===== config.mk =====
export PLATFORM = sky130hd
export DESIGN_NAME = pong_game_ctrl
export DESIGN_NICKNAME = d
export VERILOG_FILES = /design/src/rtl/pong_game_ctrl.sv
export SDC_FILE = /design/constraint.sdc
export NUM_CORES = 1
export LEC_CHECK = 0
export BUFFER_PORTS_ARGS = -buffer_cell sky130_fd_sc_hd__buf_2
export CAP_MARGIN = 20
export CORE_MARGIN = 2
export CORE_UTILIZATION = 45
export CTS_BUF_LIST = sky130_fd_sc_hd__clkbuf_4 sky130_fd_sc_hd__clkbuf_8
export CTS_CLUSTER_DIAMETER = 150
export CTS_CLUSTER_SIZE = 40
export DETAILED_ROUTE_END_ITERATION = 8
export PLACE_DENSITY = 0.68
export SETUP_SLACK_MARGIN = 0.1
export SLEW_MARGIN = 20
export SYNTH_ARGS = -nofsm -noshare
export SYNTH_HDL_FRONTEND = slang
export SYNTH_SLANG_ARGS = --single-unit

===== constraint.sdc =====
create_clock -name clk_25MHz -period 1.5 [get_ports clk_25MHz]
set_input_delay 0.225 -clock clk_25MHz [delete_from_list [all_inputs] [get_ports clk_25MHz]]
set_output_delay 0.225 -clock clk_25MHz [all_outputs]
set_load 0.01 [all_outputs]

===== src/rtl/pong_game_ctrl.sv =====
// pong_game_ctrl: game-flow sequencer for Pong.
//   Sits between the VGA timing generator and the physics block. Turns each
//   rising edge of vert_blank into a frame tick, issues one physics step per
//   frame while in play, scores wall-pass events, runs the serve / point
//   freeze delays, pause/resume and game-over, and pulses ball respawn.
// Ports:
//   clk_25MHz    in   pixel clock, the only clock
//   reset        in   asynchronous active-high reset
//   vert_blank   in   VGA vertical blanking (synchronous)
//   start_btn    in   raw push button (asynchronous): start / pause / restart
//   pass_left    in   1-cycle pulse, ball passed left wall (point to player 1)
//   pass_right   in   1-cycle pulse, ball passed right wall (point to player 0)
//   phys_step    out  1-cycle pulse, physics advances one frame
//   ball_respawn out  1-cycle pulse, physics recentres the ball
//   serve_dir    out  initial ball x direction; 1 = right, 0 = left
//   score0       out  player 0 score
//   score1       out  player 1 score
//   game_state   out  IDLE=0 SERVE=1 PLAY=2 POINT=3 PAUSED=4 OVER=5
//   winner       out  valid in OVER; 0 = player 0, 1 = player 1
module pong_game_ctrl #(
   parameter int unsigned SERVE_FRAMES = 60,
   parameter int unsigned POINT_FRAMES = 30,
   parameter int unsigned WIN_SCORE    = 7,
   parameter int unsigned SCORE_W      = 4
) (
   input  logic               clk_25MHz,
   input  logic               reset,
   input  logic               vert_blank,
   input  logic               start_btn,
   input  logic               pass_left,
   input  logic               pass_right,
   output logic               phys_step,
   output logic               ball_respawn,
   output logic               serve_dir,
   output logic [SCORE_W-1:0] score0,
   output logic [SCORE_W-1:0] score1,
   output logic [2:0]         game_state,
   output logic               winner
);

   localparam int unsigned MAX_FRAMES = (SERVE_FRAMES > POINT_FRAMES) ? SERVE_FRAMES : POINT_FRAMES;
   localparam int unsigned CNT_W      = $clog2(MAX_FRAMES + 1);

   localparam logic [CNT_W-1:0]   SERVE_LAST = CNT_W'(SERVE_FRAMES - 1);
   localparam logic [CNT_W-1:0]   POINT_LAST = CNT_W'(POINT_FRAMES - 1);
   localparam logic [SCORE_W-1:0] WIN        = SCORE_W'(WIN_SCORE);

   typedef enum logic [2:0] {
      IDLE   = 3'd0,
      SERVE  = 3'd1,
      PLAY   = 3'd2,
      POINT  = 3'd3,
      PAUSED = 3'd4,
      OVER   = 3'd5
   } state_t;

   state_t state, state_nxt;

   logic             btn_sync1, btn_sync2, btn_prev, btn_press;
   logic             vb_prev, frame_tick;
   logic [CNT_W-1:0] frame_cnt, cnt_nxt;
   logic             pass_r_only, pass_l_only;
   logic             serve_done, point_done, game_won;

   logic               phys_nxt, respawn_nxt, dir_nxt, winner_nxt;
   logic [SCORE_W-1:0] score0_nxt, score1_nxt;

   // Button synchroniser and rising-edge detect; frame tick edge detect.
   always_ff @(posedge clk_25MHz or posedge reset) begin
      if (reset) begin
         btn_sync1  <= 1'b0;
         btn_sync2  <= 1'b0;
         btn_prev   <= 1'b0;
         vb_prev    <= 1'b0;
         frame_tick <= 1'b0;
      end else begin
         btn_sync1  <= start_btn;
         btn_sync2  <= btn_sync1;
         btn_prev   <= btn_sync2;
         vb_prev    <= vert_blank;
         frame_tick <= vert_blank & ~vb_prev;
      end
   end

   assign btn_press   = btn_sync2 & ~btn_prev;
   assign pass_r_only = pass_right & ~pass_left;
   assign pass_l_only = pass_left & ~pass_right;
   assign serve_done  = frame_tick && (frame_cnt == SERVE_LAST);
   assign point_done  = frame_tick && (frame_cnt == POINT_LAST);
   assign game_won    = (score0 == WIN) || (score1 == WIN);

   // State register
   always_ff @(posedge clk_25MHz or posedge reset) begin
      if (reset) state <= IDLE;
      else       state <= state_nxt;
   end

   // Next-state logic; a wall pass takes priority over a button press in PLAY.
   always_comb begin
      state_nxt = state;
      case (state)
         IDLE:   if (btn_press) state_nxt = SERVE;
         SERVE:  if (serve_done) state_nxt = PLAY;
         PLAY: begin
            if (pass_r_only || pass_l_only) state_nxt = POINT;
            else if (btn_press)             state_nxt = PAUSED;
         end
         POINT:  if (point_done) state_nxt = game_won ? OVER : SERVE;
         PAUSED: if (btn_press) state_nxt = PLAY;
         OVER:   if (btn_press) state_nxt = SERVE;
         default: state_nxt = IDLE;
      endcase
   end

   // Output logic: next values of the registered outputs and frame counter.
   always_comb begin
      phys_nxt    = frame_tick && (state == PLAY);
      respawn_nxt = (state_nxt == SERVE) && (state != SERVE);
      score0_nxt  = score0;
      score1_nxt  = score1;
      dir_nxt     = serve_dir;
      winner_nxt  = winner;
      cnt_nxt     = frame_cnt;

      if (state_nxt != state)
         cnt_nxt = '0;
      else if (frame_tick && (state == SERVE || state == POINT))
         cnt_nxt = frame_cnt + 1'b1;

      case (state)
         IDLE, OVER: begin
            if (btn_press) begin
               score0_nxt = '0;
               score1_nxt = '0;
               winner_nxt = 1'b0;
               dir_nxt    = 1'b1;
            end
         end
         PLAY: begin
            if (pass_r_only && score0 != WIN) begin
               score0_nxt = score0 + 1'b1;
               dir_nxt    = 1'b0;
            end else if (pass_l_only && score1 != WIN) begin
               score1_nxt = score1 + 1'b1;
               dir_nxt    = 1'b1;
            end
         end
         POINT: begin
            if (point_done && game_won) winner_nxt = (score1 == WIN);
         end
         default: ;
      endcase
   end

   always_ff @(posedge clk_25MHz or posedge reset) begin
      if (reset) begin
         phys_step    <= 1'b0;
         ball_respawn <= 1'b0;
         serve_dir    <= 1'b1;
         winner       <= 1'b0;
         score0       <= '0;
         score1       <= '0;
         frame_cnt    <= '0;
      end else begin
         phys_step    <= phys_nxt;
         ball_respawn <= respawn_nxt;
         serve_dir    <= dir_nxt;
         winner       <= winner_nxt;
         score0       <= score0_nxt;
         score1       <= score1_nxt;
         frame_cnt    <= cnt_nxt;
      end
   end

   assign game_state = state;

endmodule


==> run_results.csv <==
group,metric,value,unit
setup_path,rr_worst_depth,4,
synthesis,ys.flop_type,"dfrtp_1",
run_status,run_status,"finished with violations",
route,drcViolationCount,0,
grt,grt_max_degree,27,
finish,final_net_count,230,
route,wl_per_cell,13.97,µm
finish,fin_area,0.002127,mm²
synthesis,ys_seq_elements,26,
setup_path,cpMaxStageDelayCell,"or4bb_1",
timing,rsz0062_at_grt,"yes",
power,power,1.881,mW
synthesis,synth_top_cell_by_area,"dfrtp_1",
floorplanning,core_area,0.003103,mm²
grt,antenna_found_initial,0,
synthesis,yosysSeqAreaShare,43.49,%
finish,fill_cells,279,
finish,mostFrequentLayoutCell,"buf_4",
floorplanning,io_pins,21,
floorplanning,die-height,61.72,µm
setup_path,timing.rr.start,"game_state[0]",
setup_path,cp_top_family,"simple AND/OR/NAND/NOR gates",
grt,grt_pass1_vias,1386,
clocking,cts_tree,"built",
setup_path,reg2reg_slack,-50,ps
run_status,violations,"setup timing",
finish,mostFrequentLayoutCells,"36 x buf_4, 23 x dfrtp_1, 20 x buf_2",
synthesis,synth_fp_nets,166,
setup_path,endpoint_kind,"register",
timing,hold_viol_final,0,
clocking,clk_path_buf_depth,2,
floorplanning,floorplan.die_area,0.003809,mm²
synthesis,synth.distinct_cells,48,
synthesis,synth_area_leaders,"dfrtp_1 42%, ha_1 5.0%, a21oi_1 3.7%",
synthesis,syn_area,0.001499,mm²
place,gp_congestion,0.8846,
timing,fin_ws,-51.03,ps
finish,layout-drive-gt1-share,43.78,%
grt,track_usage,22.22,%
place,placed_cell_area,0.001864,mm²
timing,tightest_slew,397.3,ps
grt,grt_pass1_wl,6189,µm
route,num_vias,1392,
timing,fin_worst_skew,2.413,ps
power,ir_worst_vdd,734.1,µV
timing,max_freq,644.7,MHz
synthesis,netlist_instances,154,
timing,min_period,1551,ps
setup_path,r2r_end,"frame_cnt[0]",
setup_path,worstPathCellList,"or4bb_1 > o311a_1 > o221ai_4 > nor2_1",
route,routed_wl,3645,µm
place,pre_cts_ws,-195.5,ps
route,drt_iter0_markers,63,
clocking,cts.sinks,26,
clocking,htree_levels,1,
synthesis,async_reset_ff_share,100.0,%
synthesis,syn_avg_cell_area,9.733,µm²
timing,maxSlewHeadroom,73.51,%
min_path,hp-class,"reg -> reg",
setup_path,critical_path_class,"reg -> reg",
finish,area_growth,41.90,%
min_path,hold_depth,0,
synthesis,synth_top_area_share,41.74,%
floorplanning,row_count,20,
timing,period_share,103.4,%
clocking,cts_inserted_buffers,3,
place,placedCellCount,241,
route,first_pass_iters,4,
floorplanning,die_w,61.72,µm
timing,slew_viol_final,0,
setup_path,cp_num_buf_inv,0,
place,port_buffers,20,
power,p_leak,0.9832,nW
floorplanning,start_util,48.31,%
setup_path,crit_path_max_incr_delay,500,ps
setup_path,path_max_fanout,6,
grt,overflow,0,
setup_path,setup.worst_path.start_class,"register",
timing,setup_viol,10,
route,via_per_inst,5.333,
clocking,clk_pin_slew,140,ps
flow_run,max-cap-violations,0,
min_path,hold_end,"btn_sync2",
finish,layout.cells.non_filler,261,
setup_path,path_depth,4,
finish,antenna_cells,0,
clocking,clk_latency,330,ps
route,final_antenna_net_count,0,
clocking,cts_root_buf,"clkbuf_4",
min_path,hp-start,"btn_sync1",
setup_path,cp.required,1730,ps
synthesis,synth-edff-count,0,
power,power_density,884.2,mW/mm²
place,post-dp-hpwl,2556,µm
synthesis,yosys_warnings,0,
setup_path,arrival,1780,ps
==> Yosys cell counts (all sizes together) (2+ instances only) <==
cell,instances
nand4b,3
a21oi,11
xor2,3
buf,4
o22ai,2
dfrtp,25
a211oi,2
nor2b,2
and4,2
nand3,8
xnor2,3
inv,13
o21ai,2
o211ai,4
o221a,2
nor3,2
nand4,2
and2b,2
nand3b,4
ha,6
nand2b,7
nor2,10
nand2,11
mux2i,4
==> report_power, final <==
part	internal (mW)	total [mW]	switching (mW)
Sequential	0.813	0.919	0.106
Clock	0.149	0.360	0.211
Combinational	0.334	0.602	0.268
Total	1.30	1.88	0.585
==> flip-flops by register name (all words and copies together), names as in the netlist <==
signal and flops:
frame_tick 1, serve_dir 1, score1 4, ball_respawn 1
btn_prev 1, phys_step 1, btn_sync2 1, vb_prev 1
frame_cnt 6, btn_sync1 1, score0 4, game_state 3
winner 1
==> layer usage <==
metal | vias up | routed length [µm] | global-route usage (%)
met5 | - | 0 | 0
met4 | 0 | 75 | 9.726
met3 | 7 | 100 | 1.863
met2 | 22 | 1898 | 39.40
met1 | 676 | 1571 | 27.61
li1 | 687 | - | -
==> worst max path at each step <==
stage                         endpoint           from
after floorplan              score1[0]      score0[0]
after global placement    frame_cnt[1]      pass_left
after detailed placement  frame_cnt[1]      pass_left
after CTS                 frame_cnt[1]  game_state[0]
after global routing      frame_cnt[2]   frame_cnt[1]
final                     frame_cnt[0]  game_state[0]
==> cell type report <==
class / instances / area (µm²) / area share (%)
inverter: 13 / 48.80 / 2.294
timing repair buffer: 63 / 445.4 / 20.94
tap: 44 / 55.05 / 2.588
clock buffer: 4 / 36.28 / 1.706
multi-input combinational: 111 / 887.1 / 41.71
sequential: 26 / 654.4 / 30.76
==> timing repair <==
action,4_1_cts,5_1_grt
endpoints found under the hold margin,26,1
pin swaps,5,5
resized for setup,11,16
setup endpoints to repair,19,21
buffers inserted,10,4
hold buffers,2,1
==> kinds of logic after synthesis <==
| kind of cell | Yosys count | synth area share, % |
|---|---|---|
| buffers and inverters | 17 | 5.342 |
| AOI/OAI and AO/OA | 32 | 15.11 |
| xor gates and xnor gates | 6 | 3.506 |
| DFF | 26 | 43.49 |
| muxes | 4 | 2.671 |
| adders and majority gates | 6 | 5.008 |
| and+or+nand+nor | 63 | 24.88 |
==> metrics by stage <==
step | TNS (ps) | hold WS (ps) | util [%]
global placement | -888.4 | 291.3 | 60.08
global route | -1352 | 381.4 | 68.55
floorplan | 0 | 256.4 | -
CTS | -201.7 | 1.463 | 65.77
finish | -327.8 | 374.6 | 68.55
detailed placement | -1282 | 298.0 | 60.08
No activity file was read; power rests on OpenSTA's default activity.
